[src/rtl/tree_reduce_scheduler.sv]
// tree_reduce_scheduler: sequences a configurable binary tree adder over
// multi-beat reduction jobs and accumulates the per-beat sums into one result.
//
// Ports:
//   clk_i, rst_ni                       clock, async active-low reset
//   cfg_valid_i/cfg_ready_o             job descriptor handshake
//   cfg_len_i, cfg_halved_i             beat count (0 allowed), precision mode
//   in_valid_i/in_ready_o, in_data_i    operand beat stream (INPUTS_AMOUNT x P)
//   out_valid_o/out_ready_i             result handshake
//   out_sum_o, out_ovf_o                accumulated sum, sticky wrap flag
//   busy_o                              a job is in progress (state != IDLE)
module tree_reduce_scheduler #(
    parameter int P             = 16,
    parameter int INPUTS_AMOUNT = 8,
    parameter int ACC_W         = 32,
    parameter int LEN_W         = 16
) (
    input  logic                         clk_i,
    input  logic                         rst_ni,
    input  logic                         cfg_valid_i,
    output logic                         cfg_ready_o,
    input  logic [LEN_W-1:0]             cfg_len_i,
    input  logic                         cfg_halved_i,
    input  logic                         in_valid_i,
    output logic                         in_ready_o,
    input  logic [INPUTS_AMOUNT*P-1:0]   in_data_i,
    output logic                         out_valid_o,
    input  logic                         out_ready_i,
    output logic [ACC_W-1:0]             out_sum_o,
    output logic                         out_ovf_o,
    output logic                         busy_o
);

    localparam int TW = 2 * P;
    localparam int H  = P / 2;

    typedef enum logic [1:0] {
        IDLE,
        ACCUM,
        DONE
    } state_t;

    state_t state;
    state_t state_nxt;

    logic [LEN_W-1:0]        count;
    logic                    halved;
    logic signed [ACC_W-1:0] acc;
    logic                    ovf;

    logic                    cfg_fire;
    logic                    in_fire;
    logic                    out_fire;

    logic signed [TW-1:0]    tree_out;
    logic signed [ACC_W-1:0] beat_ext;
    logic signed [ACC_W-1:0] acc_sum;
    logic                    add_ovf;

    // Heap-ordered adder tree: leaves at [N .. 2N-1], root at [1].
    // In halved mode each leaf is the sum of the word's two signed lanes.
    function automatic logic signed [TW-1:0] tree_sum(
        input logic [INPUTS_AMOUNT*P-1:0] d,
        input logic                       h
    );
        logic signed [TW-1:0] n [2*INPUTS_AMOUNT];
        logic signed [P-1:0]  w;
        logic signed [H-1:0]  lo;
        logic signed [H-1:0]  hi;
        for (int i = 0; i < 2 * INPUTS_AMOUNT; i++) begin
            n[i] = '0;
        end
        for (int i = 0; i < INPUTS_AMOUNT; i++) begin
            w  = d[i*P +: P];
            lo = w[H-1:0];
            hi = w[P-1:H];
            if (h) begin
                n[INPUTS_AMOUNT+i] = TW'(lo) + TW'(hi);
            end else begin
                n[INPUTS_AMOUNT+i] = TW'(w);
            end
        end
        for (int i = INPUTS_AMOUNT - 1; i >= 1; i--) begin
            n[i] = n[2*i] + n[2*i+1];
        end
        return n[1];
    endfunction

    assign tree_out = tree_sum(in_data_i, halved);
    assign beat_ext = ACC_W'(tree_out);
    assign acc_sum  = acc + beat_ext;
    // Signed overflow: operands share a sign that the wrapped result lost.
    assign add_ovf  = (acc[ACC_W-1] == beat_ext[ACC_W-1]) &&
                      (acc_sum[ACC_W-1] != acc[ACC_W-1]);

    assign cfg_fire = cfg_valid_i && cfg_ready_o;
    assign in_fire  = in_valid_i && in_ready_o;
    assign out_fire = out_valid_o && out_ready_i;

    // State register
    always_ff @(posedge clk_i or negedge rst_ni) begin
        if (!rst_ni) begin
            state <= IDLE;
        end else begin
            state <= state_nxt;
        end
    end

    // Next-state logic
    always_comb begin
        state_nxt = state;
        unique case (state)
            IDLE: begin
                if (cfg_fire) begin
                    if (cfg_len_i == '0) begin
                        state_nxt = DONE;
                    end else begin
                        state_nxt = ACCUM;
                    end
                end
            end
            ACCUM: begin
                if (in_fire && (count == LEN_W'(1))) begin
                    state_nxt = DONE;
                end
            end
            DONE: begin
                if (out_fire) begin
                    state_nxt = IDLE;
                end
            end
            default: state_nxt = IDLE;
        endcase
    end

    // Outputs depend on the registered state only.
    always_comb begin
        cfg_ready_o = 1'b0;
        in_ready_o  = 1'b0;
        out_valid_o = 1'b0;
        busy_o      = 1'b1;
        unique case (state)
            IDLE: begin
                cfg_ready_o = 1'b1;
                busy_o      = 1'b0;
            end
            ACCUM: in_ready_o  = 1'b1;
            DONE:  out_valid_o = 1'b1;
            default: begin
                cfg_ready_o = 1'b0;
            end
        endcase
    end

    // Job datapath: descriptor latch, beat counter and accumulator.
    always_ff @(posedge clk_i or negedge rst_ni) begin
        if (!rst_ni) begin
            count  <= '0;
            halved <= 1'b0;
            acc    <= '0;
            ovf    <= 1'b0;
        end else if (cfg_fire) begin
            count  <= cfg_len_i;
            halved <= cfg_halved_i;
            acc    <= '0;
            ovf    <= 1'b0;
        end else if (in_fire) begin
            count  <= count - LEN_W'(1);
            acc    <= acc_sum;
            ovf    <= ovf | add_ovf;
        end
    end

    assign out_sum_o = acc;
    assign out_ovf_o = ovf;

endmodule

[config.mk]
export PLATFORM = sky130hd
export DESIGN_NAME = tree_reduce_scheduler
export DESIGN_NICKNAME = d
export VERILOG_FILES = /design/src/rtl/tree_reduce_scheduler.sv
export SDC_FILE = /design/constraint.sdc
export NUM_CORES = 1
export LEC_CHECK = 0
export BUFFER_PORTS_ARGS = -buffer_cell sky130_fd_sc_hd__clkbuf_2
export CORE_ASPECT_RATIO = 0.75
export CORE_MARGIN = 2
export CORE_UTILIZATION = 49
export CTS_BUF_LIST = sky130_fd_sc_hd__clkbuf_16
export DETAILED_ROUTE_END_ITERATION = 16
export GPL_TIMING_DRIVEN = 0
export PLACE_DENSITY_LB_ADDON = 0.15
export SLEW_MARGIN = 20
export SYNTH_ARGS = -nofsm -noshare
export SYNTH_HDL_FRONTEND = slang
export SYNTH_SLANG_ARGS = --single-unit
[constraint.sdc]
create_clock -name clk_i -period 10 [get_ports clk_i]
set_input_delay 0.5 -clock clk_i [delete_from_list [all_inputs] [get_ports clk_i]]
set_output_delay 0.5 -clock clk_i [all_outputs]
set_load 0.02 [all_outputs]
== After elaboration in Yosys (flattened, before gate mapping) ==
Index checks and enable logic that the tools add are counted.
Word-level totals
  bits of input ports: 150
  logic and storage cells: 63
  register bits: 52
Operators by class
  mux-type cells: 23
  bitwise operators: 1
  reduce and logical (&&, ||, !) cells: 9
  add/subtract/negate cells: 17
  equality and inequality tests: 8
Operators by type and width (number)
  $mux W32: 10
  $add A32 B32 Y32: 8
  $add A8 B8 Y9: 8
  $mux W16: 2
  $eq A16 B1 Y1 const B: 1
  $logic_not A16 Y1: 1
  $sub A16 B1 Y16 const B: 1
  $mux W2: 4
  $mux W1: 6
  $ne A2 B2 Y1 const B: 3
  $pmux W2 S3: 1
  $logic_and A1 B1 Y1: 5
  $reduce_and A3 Y1: 1
  $eq A2 B1 Y1 const B: 1
  $eq A2 B2 Y1 const B: 1
  $logic_not A2 Y1: 1
  $reduce_bool A2 Y1: 1
  $eq A1 B1 Y1: 1
  $ne A1 B1 Y1: 1
  $or A1 B1 Y1: 1

== Logic depth before layout (Yosys ltp) ==
Gate-level depths: netlist (run 1).
  depth in word-level cells: 11
  gate-level depth with buffers: 40
  gate-level depth less buffers: 40

== Worst setup path after synthesis (run 1) ==
Ideal clock, no wire load.
  path kind: input-to-reg
  start: input port in_data_i[80]
  end: register acc[31], in the netlist out_sum_o[31]
  setup slack: 1.898 ns
  arrival: 7.981 ns
  required time: 9.879 ns
  stages on the path: 37
  setup time: 0.121 ns
  cell sequence: ha_1 -> fa_1 -> a21o_1 -> a21o_1 -> a21oi_1 -> nor2_1 -> nor2_1 -> nor2b_1 -> o221ai_1 -> o21ai_0 -> fa_1 -> inv_1 -> fa_1 -> fa_1 -> inv_1 -> fa_1 -> inv_1 -> ha_1 -> a211oi_1 -> a21oi_1 -> o221ai_1 -> a21oi_1 -> a211o_1 -> a21oi_1 -> nor2b_1 -> o21ai_0 -> ha_1 -> a21oi_1 -> o21ai_0 -> a21oi_1 -> nor2b_1 -> a41oi_2 -> nand3_1 -> a31o_1 -> xor2_1 -> o21ai_1 -> a22o_1
On the way
  cells in the longest elaborated chain, start to end: 8
RTL lines
  from (decl): line 26  | input logic [INPUTS_AMOUNT*P-1:0] in_data_i,
  $add A8 B8 Y9: line 78  | n[INPUTS_AMOUNT+i] = TW'(lo) + TW'(hi);
  $mux W32 (*): line 77  | if (h) begin
  $add A32 B32 Y32 (*) (3 in series): line 84  | n[i] = n[2*i] + n[2*i+1];
  $add A32 B32 Y32 (*): line 91  | assign acc_sum = acc + beat_ext;
  $mux W32 (*): line 167  | end else if (in_fire) begin
  $mux W32 (*): line 162  | end else if (cfg_fire) begin
  to (signal assigned): line 169  | acc <= acc_sum;
  to (decl): line 48  | logic signed [ACC_W-1:0] acc;
Mark *: on every way between the ends. The rest lies on a longest branch, timed or not. The select of a mux whose other input is x is not followed.
A chain may end at the register's enable or synchronous reset.

== Worst setup path in the final report (run 1) ==
  start: input port in_data_i[80]
  end: register acc[27], in the netlist out_sum_o[27]
The elaborated chain is that of the path after synthesis.

==> flow_metrics.env, run 1 <==
export IMPL_status="complete, no violations"
export IMPL_dp_slack_ps=138
export IMPL_cp_slowest_cell="fa_1"
export IMPL_num_rows=45
export IMPL_fmax_ghz=0.105
export IMPL_maxSlewHeadroom_pct=16.5
export IMPL_place_port_buffers=186
export IMPL_drcViolationCount=0
export IMPL_ys_types=60
export IMPL_tns_ps=0
export IMPL_min_path_type="in -> async"
export IMPL_whs_ps=266
export IMPL_reg2reg_to="out_sum_o[31]"
export IMPL_hold_buffers=0
export IMPL_max_stage_delay_ps=580
export IMPL_cts_tree="yes"
export IMPL_grt_pass1_wl_mm=47.2
export IMPL_synth_top_family_by_area="adder cells"
export IMPL_clockBufferDepth=2
export IMPL_post_cts_buffers=0
export IMPL_synth_area_mux_share_pct=5.31
export IMPL_synth_cells=1200
export IMPL_clk_latency_ps=310
export IMPL_rsz0062_at_grt="false"
export IMPL_synth_simple_area_share_pct=11.1
export IMPL_place_congestion=0.955
export IMPL_synth_edf_count=0
export IMPL_via_count=9374
export IMPL_skew_ps=8.16
export IMPL_clock_sinks=52
export IMPL_r2r_cells=33
export IMPL_grtUsageTotal_pct=27.5
export IMPL_grt_max_degree=53
export IMPL_finalCritPeriodShare_pct=95.1
export IMPL_drt_iter0_markers=717
export IMPL_grt_overflow_total=0
export IMPL_final_util_pct=57.6
export IMPL_crit_type="in -> reg"
export IMPL_finalCriticalPeriod_ps=9510
export IMPL_syn_nets=1577
export IMPL_yosysSeqAreaShare_pct=12.6
export IMPL_worst_slack_ps=490
export IMPL_crit_path_end_kind="flop"
export IMPL_dp_hpwl_mm=26.1
export IMPL_synth_xor_area_share_pct=7.47
export IMPL_critPathMaxFanout=8
export IMPL_dieArea_um2=22200
export IMPL_synth_top_cells_by_area="fa_1, ha_1, dfrtp_1"
export IMPL_synth_compound_area_share_pct=21.0
export IMPL_area_growth_pct=14.2
export IMPL_wirelength_mm=30.1
export IMPL_pin_count=187
export IMPL_drtPass1Iterations=6
export IMPL_drive_gt1_share_pct=17.5
export IMPL_crit_path_start_kind="input port"
export IMPL_yosys_warnings=0
export IMPL_tightest_slew_ps=1240
export IMPL_die_y_um=130
export IMPL_ant_nets=0
export IMPL_antenna_found_initial=0
export IMPL_hold_viol=0
export IMPL_ys_seq_elements=52
export IMPL_synth_flop_cell="dfrtp_1"
export IMPL_cp_required_ps=10250
export IMPL_die_w_um=172
export IMPL_synthAdderAreaFrac_pct=35.5
export IMPL_post_cts_resized=0
export IMPL_syn_avg_cell_area_um2=8.60
export IMPL_cp_common_cell="a21oi_1"
export IMPL_fp_coreArea_um2=20400
export IMPL_yosys_area_top_type="fa_1"
export IMPL_cts_clk_slew_worst_paths_ps=80
export IMPL_cap_violations=0
export IMPL_async_flop_share_pct=100
export IMPL_cts_buffers=5
export IMPL_synth_area_um2=10300
export IMPL_num_nets_final=1771
export IMPL_avgViaCountPerCell=5.59
export IMPL_cp_arrival_ps=9760
export IMPL_cts_root_buffer="clkbuf_16"
export IMPL_drv_slew=0
export IMPL_crit_reg2reg_launch="halved"
export IMPL_h_tree_depth=2
export IMPL_netlist_area_leader_share_pct=21.2
export IMPL_grt_pass1_vias=8925
export IMPL_rrSetupSlack_ps=720
export IMPL_antenna_cells=0
export IMPL_setup_violations=0
export IMPL_start_util_pct=50.5
export IMPL_post_drt_wl_per_cell_um=17.9
[how the worst max path moves through the flow]
stage	start	slack, ps	endpoint	depth (start not counted)
after floorplan	in_data_i[80]	1900	out_sum_o[31]	37
after global placement	in_data_i[80]	300	out_sum_o[27]	38
after detailed placement	in_data_i[80]	140	out_sum_o[27]	38
after CTS	in_data_i[80]	370	out_sum_o[27]	38
after global routing	in_data_i[80]	30	out_sum_o[31]	39
final	in_data_i[80]	490	out_sum_o[27]	38
[critical path: cells and delay by family]
kind / cells / cell delay (ps)
adder cells (fa/ha/maj): 8 / 3580
buffers and inverters: 4 / 260
AND/OR/NAND/NOR: 7 / 1610
AO/OA/AOI/OAI: 19 / 3790
[cell type report]
cell class                      instances  area, um2
Tap cell                              282        353
Timing Repair Buffer                  187        943
Clock inverter                          3       27.5
Inverter                              163        612
Sequential cell                        52       1300
Fill cell                            1953       8660
Clock buffer                            5        125
Multi-Input combinational cell        956       8300
Buffer                                 29        116
[layout by cell type, fill, tap and decap left out, drive strengths merged, types with 3 or more instances in the layout]
master  count
nor2b      21
o311ai      5
inv       164
a221o       6
a21o       48
nand2      64
a21oi      91
nand4       4
o221ai      5
and3        7
a22o        5
xnor2      54
o22ai       3
ha        118
clkbuf    214
mux2       38
a31o        4
buf         6
o21bai     21
xor2       34
mux2i      12
and2        6
a31oi      10
nand2b     10
a211oi      4
fa        109
nand3b      4
nor3        9
a21boi      6
o21ai     105
nor4       10
dfrtp      52
or3         3
o21a       15
nor2       89
nand3      12
o211ai      6
[flip-flops by register name (all words and copies together) (netlist names)]
| name | cells |
|---|---|
| halved | 1 |
| state | 2 |
| out_ovf_o | 1 |
| count | 16 |
| out_sum_o | 32 |
[routing by layer]
layer  track usage, %  wire length [um]
met2             38.7             12200
met5                0                 0
met4             2.59               161
met1             44.0             15300
met3             5.74              2480
[through the flow]
stage | instance area [um2] | std cells
floorplan | 10300 | 1200
global placement | 11600 | 1668
detailed placement | 11600 | 1669
CTS | 11800 | 1677
global route | 11800 | 1677
finish | 11800 | 1677
[cells in the mapped netlist (all sizes together) (12+ instances only)]
master and n:
a21o 48, a21oi 91, clkbuf 23, dfrtp 52, fa 109, ha 118
inv 163, mux2 38, mux2i 12, nand2 64, nand3 12, nor2 89
nor2b 21, o21a 15, o21ai 105, o21bai 21, xnor2 54, xor2 34
[cells by family after synthesis]
| family | after synthesis |
|---|---|
| XOR/XNOR | 88 |
| AND/OR/NAND/NOR | 245 |
| multiplexers | 50 |
| buffers and inverters | 192 |
| adder cells (fa/ha/maj) | 227 |
| AO/OA/AOI/OAI | 346 |
| flip-flops | 52 |
Power of run 1 is left out: the tool's default activity adds up to more than one toggle a clock period on the data nets, which glitch-free logic cannot reach.
==> run 2, diff against run 1 <==
CTS_BUF_LIST = sky130_fd_sc_hd__clkbuf_4 sky130_fd_sc_hd__clkbuf_8 sky130_fd_sc_hd__clkbuf_16   (was sky130_fd_sc_hd__clkbuf_16)
clock period = 12.15 ns   (was 10 ns; I/O delays follow)
==> flow_metrics.env, run 2 (synthesis gave the netlist of run 1 again) <==
export IMPL_post_cts_resized=0
export IMPL_avgViaCountPerCell=5.61
export IMPL_min_path_type="in -> async"
export IMPL_via_count=9409
export IMPL_hold_viol=0
export IMPL_start_util_pct=50.5
export IMPL_grtUsageTotal_pct=27.5
export IMPL_post_drt_wl_per_cell_um=17.9
export IMPL_cts_tree="yes"
export IMPL_place_port_buffers=186
export IMPL_cp_common_cell="a21oi_1"
export IMPL_area_growth_pct=14.0
export IMPL_drt_iter0_markers=713
export IMPL_finalCriticalPeriod_ps=10020
export IMPL_cts_clk_slew_worst_paths_ps=80
export IMPL_clk_latency_ps=310
export IMPL_die_w_um=172
export IMPL_crit_path_start_kind="input port"
export IMPL_layout_common_cells="clkbuf_2, inv_1, ha_1, fa_1, o21ai_0"
export IMPL_cp_arrival_ps=10270
export IMPL_fp_coreArea_um2=20400
export IMPL_grt_overflow_total=0
export IMPL_drcViolationCount=0
export IMPL_tightest_slew_ps=1220
export IMPL_num_rows=45
export IMPL_wirelength_mm=30.0
export IMPL_antenna_found_initial=0
export IMPL_finalCritPeriodShare_pct=82.5
export IMPL_dieArea_um2=22200
export IMPL_cap_violations=0
export IMPL_maxSlewHeadroom_pct=18.0
export IMPL_h_tree_depth=2
export IMPL_cp_required_ps=12400
export IMPL_final_common_cell="clkbuf_2"
export IMPL_drive_gt1_share_pct=17.3
export IMPL_grt_pass1_wl_mm=47.2
export IMPL_tns_ps=0
export IMPL_post_cts_buffers=0
export IMPL_largest_reg_flops=32
export IMPL_drv_slew=0
export IMPL_critPathMaxFanout=8
export IMPL_drtPass1Iterations=5
export IMPL_crit_reg2reg_launch="halved"
export IMPL_antenna_cells=0
export IMPL_max_stage_delay_ps=820
export IMPL_die_y_um=130
export IMPL_rsz0062_at_grt="false"
export IMPL_crit_type="in -> reg"
export IMPL_ant_nets=0
export IMPL_clockBufferDepth=2
export IMPL_fmax_ghz=0.0998
export IMPL_grt_pass1_vias=8925
export IMPL_grt_max_degree=53
export IMPL_setup_violations=0
export IMPL_cts_root_buffer="clkbuf_16"
export IMPL_cts_buffers=5
export IMPL_crit_path_end_kind="flop"
export IMPL_status="complete, no violations"
export IMPL_clock_sinks=52
export IMPL_hold_buffers=0
export IMPL_place_congestion=0.955
export IMPL_pin_count=187
export IMPL_num_nets_final=1771
export IMPL_skew_ps=7.90
export IMPL_cp_slowest_cell="o221ai_1"
export IMPL_dp_hpwl_mm=26.1
export IMPL_crit_start="in_data_i[80]"
-- run 2: area by class of cell --
type | count | area [um2]
buffer | 29 | 116
clock buffer | 5 | 125
clock inverter | 3 | 27.5
fill | 1954 | 8670
inverter | 163 | 612
multi-input combinational | 956 | 8290
sequential | 52 | 1300
tap | 282 | 353
timing repair buffer | 187 | 943
-- run 2: worst max-delay path, delay by kind of cell --
kind	cells	cell delay, ps
AOI/OAI and AO/OA	19	4170
adders and majority gates	8	3600
and+or+nand+nor	7	1600
buffers and inverters	4	260
-- run 2: worst paths after layout --
check	endpoint	slack, ps	cells past startpoint
worst max-delay path	out_sum_o[27]	2130	38
worst min-delay path	out_sum_o[21]	370	1
worst max register to register	out_sum_o[31]	2900	33
worst min register to register	out_sum_o[26]	520	2
max in group asynchronous	out_sum_o[4]	11270	1
min in group clk_i	out_sum_o[26]	520	2
-- run 2: stage by stage --
stage	instances	instance area (um2)	util [%]	setup WS (ps)	hold WS (ps)
4_1_cts	1677	11800	57.6	2410	416
3_5_place_dp	1669	11600	56.8	2180	496
6_report	1677	11800	57.6	2130	374
3_3_place_gp	1668	11600	56.7	2340	490
5_1_grt	1677	11800	57.6	1710	440
2_1_floorplan	1200	10300	-	3940	312
-- run 2: per-layer routing --
metal	wire [um]	global-route usage [%]	vias to the layer above
met5	0	0	-
met4	150	2.59	0
met3	2610	5.74	14
met2	12100	38.7	336
met1	15100	44.0	4538
li1	-	-	4521
Power of run 2 is left out for the same reason.
==> run 3, diff against run 2 <==
ABC_AREA = 1   (was unset)
clock period = 9 ns   (was 12.15 ns; I/O delays follow)
==> flow_metrics.env, run 3 <==
export IMPL_grt_pass1_vias=10972
export IMPL_cts_tree="yes"
export IMPL_min_path_type="in -> async"
export IMPL_fp_coreArea_um2=22900
export IMPL_grt_overflow_total=0
export IMPL_drv_slew=0
export IMPL_finalCriticalPeriod_ps=7660
export IMPL_fill_cells=2353
export IMPL_dieArea_um2=24400
export IMPL_layout_common_cells="nand2_1, inv_1, clkbuf_2, a21oi_1"
export IMPL_netlist_area_leader_share_pct=19.3
export IMPL_use_met1_pct=48.0
export IMPL_post_cts_resized=0
export IMPL_crit_reg2reg_launch="halved"
export IMPL_final_common_cell="nand2_1"
export IMPL_cts_clk_slew_worst_paths_ps=80
export IMPL_synth_most_common_cell="nand2_1"
export IMPL_maxSlewHeadroom_pct=35.7
export IMPL_drt_iter0_markers=979
export IMPL_ys_types=55
export IMPL_drtPass1Iterations=5
export IMPL_synth_flop_cell="dfrtp_1"
export IMPL_post_drt_wl_per_cell_um=17.6
export IMPL_die_w_um=180
export IMPL_top_usage_layer="met1"
export IMPL_rsz0062_at_grt="false"
export IMPL_status="complete, no violations"
export IMPL_reg2reg_to="out_sum_o[19]"
export IMPL_critPathMaxFanout=10
export IMPL_place_port_buffers=186
export IMPL_drive_gt1_share_pct=15.1
export IMPL_multi_input_area_um2=8970
export IMPL_setup_violations=0
export IMPL_rrSetupSlack_ps=1340
export IMPL_num_rows=48
export IMPL_cp_arrival_ps=7900
export IMPL_finalCritPeriodShare_pct=85.1
export IMPL_antenna_cells=0
export IMPL_tightest_slew_ps=964
export IMPL_h_tree_depth=2
export IMPL_crit_path_end_kind="flop"
export IMPL_pin_count=187
export IMPL_met3_usage_pct=8.55
export IMPL_syn_avg_cell_area_um2=6.96
export IMPL_synth_edf_count=0
export IMPL_clock_sinks=52
export IMPL_synth_cells=1628
export IMPL_cts_root_buffer="clkbuf_16"
export IMPL_hold_viol=0
export IMPL_synth_top_cells_by_area="fa_1, nand2_1, ha_1"
export IMPL_grtUsageTotal_pct=31.0
export IMPL_wirelength_mm=37.4
export IMPL_num_nets_final=2199
export IMPL_ys_seq_elements=52
export IMPL_drcViolationCount=0
export IMPL_cp_required_ps=9240
export IMPL_yosys_area_top_type="fa_1"
export IMPL_cp_common_cell="nand2_1"
export IMPL_grt_max_degree=39
export IMPL_yosys_warnings=0
export IMPL_synth_area_um2=11300
export IMPL_place_congestion=1.00
export IMPL_post_cts_buffers=0
export IMPL_dp_hpwl_mm=32.5
export IMPL_cts_buffers=5
export IMPL_antenna_found_initial=0
export IMPL_max_stage_delay_ps=690
export IMPL_seq_area_um2=1300
export IMPL_cap_violations=0
export IMPL_area_growth_pct=13.2
export IMPL_avgViaCountPerCell=5.54
export IMPL_yosysSeqAreaShare_pct=11.5
export IMPL_ys_top_cells_by_count="nand2_1, inv_1, a21oi_1"
export IMPL_clk_latency_ps=310
export IMPL_die_y_um=136
export IMPL_cp_slowest_cell="buf_1"
export IMPL_start_util_pct=49.5
export IMPL_async_flop_share_pct=100
export IMPL_global_route_usage_met2_pct=42.3
export IMPL_tns_ps=0
export IMPL_crit_type="reg -> reg"
export IMPL_ant_nets=0
export IMPL_fmax_ghz=0.131
export IMPL_grt_pass1_wl_mm=58.7
export IMPL_skew_ps=3.35
export IMPL_final_util_pct=56.1
export IMPL_via_count=11752
export IMPL_r2r_cells=32
export IMPL_crit_path_start_kind="flop"
export IMPL_hold_buffers=0
export IMPL_clockBufferDepth=2
export IMPL_syn_nets=2005
export IMPL_largest_reg_flops=32
-- run 3: worst max-delay path by stage --
stage / slack, ps / from / to / cells after the start
finish: 1340 / halved / out_sum_o[19] / 32
global route: 950 / in_data_i[48] / out_sum_o[20] / 38
CTS: 1520 / halved / out_sum_o[19] / 31
detailed placement: 1430 / in_data_i[64] / out_sum_o[19] / 37
global placement: 1410 / in_data_i[48] / out_sum_o[19] / 37
floorplan: 2470 / in_data_i[48] / out_sum_o[20] / 39
-- run 3: per-stage QoR --
step | area (um2) | worst slack (ps) | cells | hold slack (ps)
global placement | 12600 | 1410 | 2114 | 464
global route | 12800 | 949 | 2123 | 30.5
detailed placement | 12700 | 1430 | 2115 | 360
finish | 12800 | 1340 | 2123 | 24.4
CTS | 12800 | 1520 | 2123 | 27.5
floorplan | 11300 | 2470 | 1628 | 154
-- run 3: layout make-up --
class                           instances  share of cell area (%)
Multi-Input combinational cell       1299                    69.9
Sequential cell                        52                    10.1
Timing Repair Buffer                  187                    7.43
Inverter                              244                    7.14
Tap cell                              300                    2.93
Buffer                                 33                    1.12
Clock buffer                            6                    1.03
Clock inverter                          2                   0.302
-- run 3: kinds of logic (layout without fill, tap and decap cells) --
group           Yosys count  after routing  share of synthesized area, %
compound gates          337            337                          17.4
xor+xnor                 44             44                          3.40
simple gates            687            687                          25.7
fa+ha+maj               227            227                          32.3
flops                    52             52                          11.5
mux                       4              4                         0.353
buf+inv                 277            472                          9.36
-- run 3: routing by layer --
layer,up-vias,wire length [um]
li1,5697,-
met4,0,780
met3,51,4370
met5,-,0
met1,5460,18300
met2,544,14000
-- run 3: worst max-delay path: cells and delay by family, from the launching register on --
| kind | cells | cell delay, ps |
|---|---|---|
| flops | 1 | 410 |
| fa+ha+maj | 7 | 3090 |
| compound gates | 7 | 1370 |
| xor+xnor | 1 | 150 |
| simple gates | 9 | 880 |
| buf+inv | 8 | 1650 |
Power of run 3 is left out for the same reason.
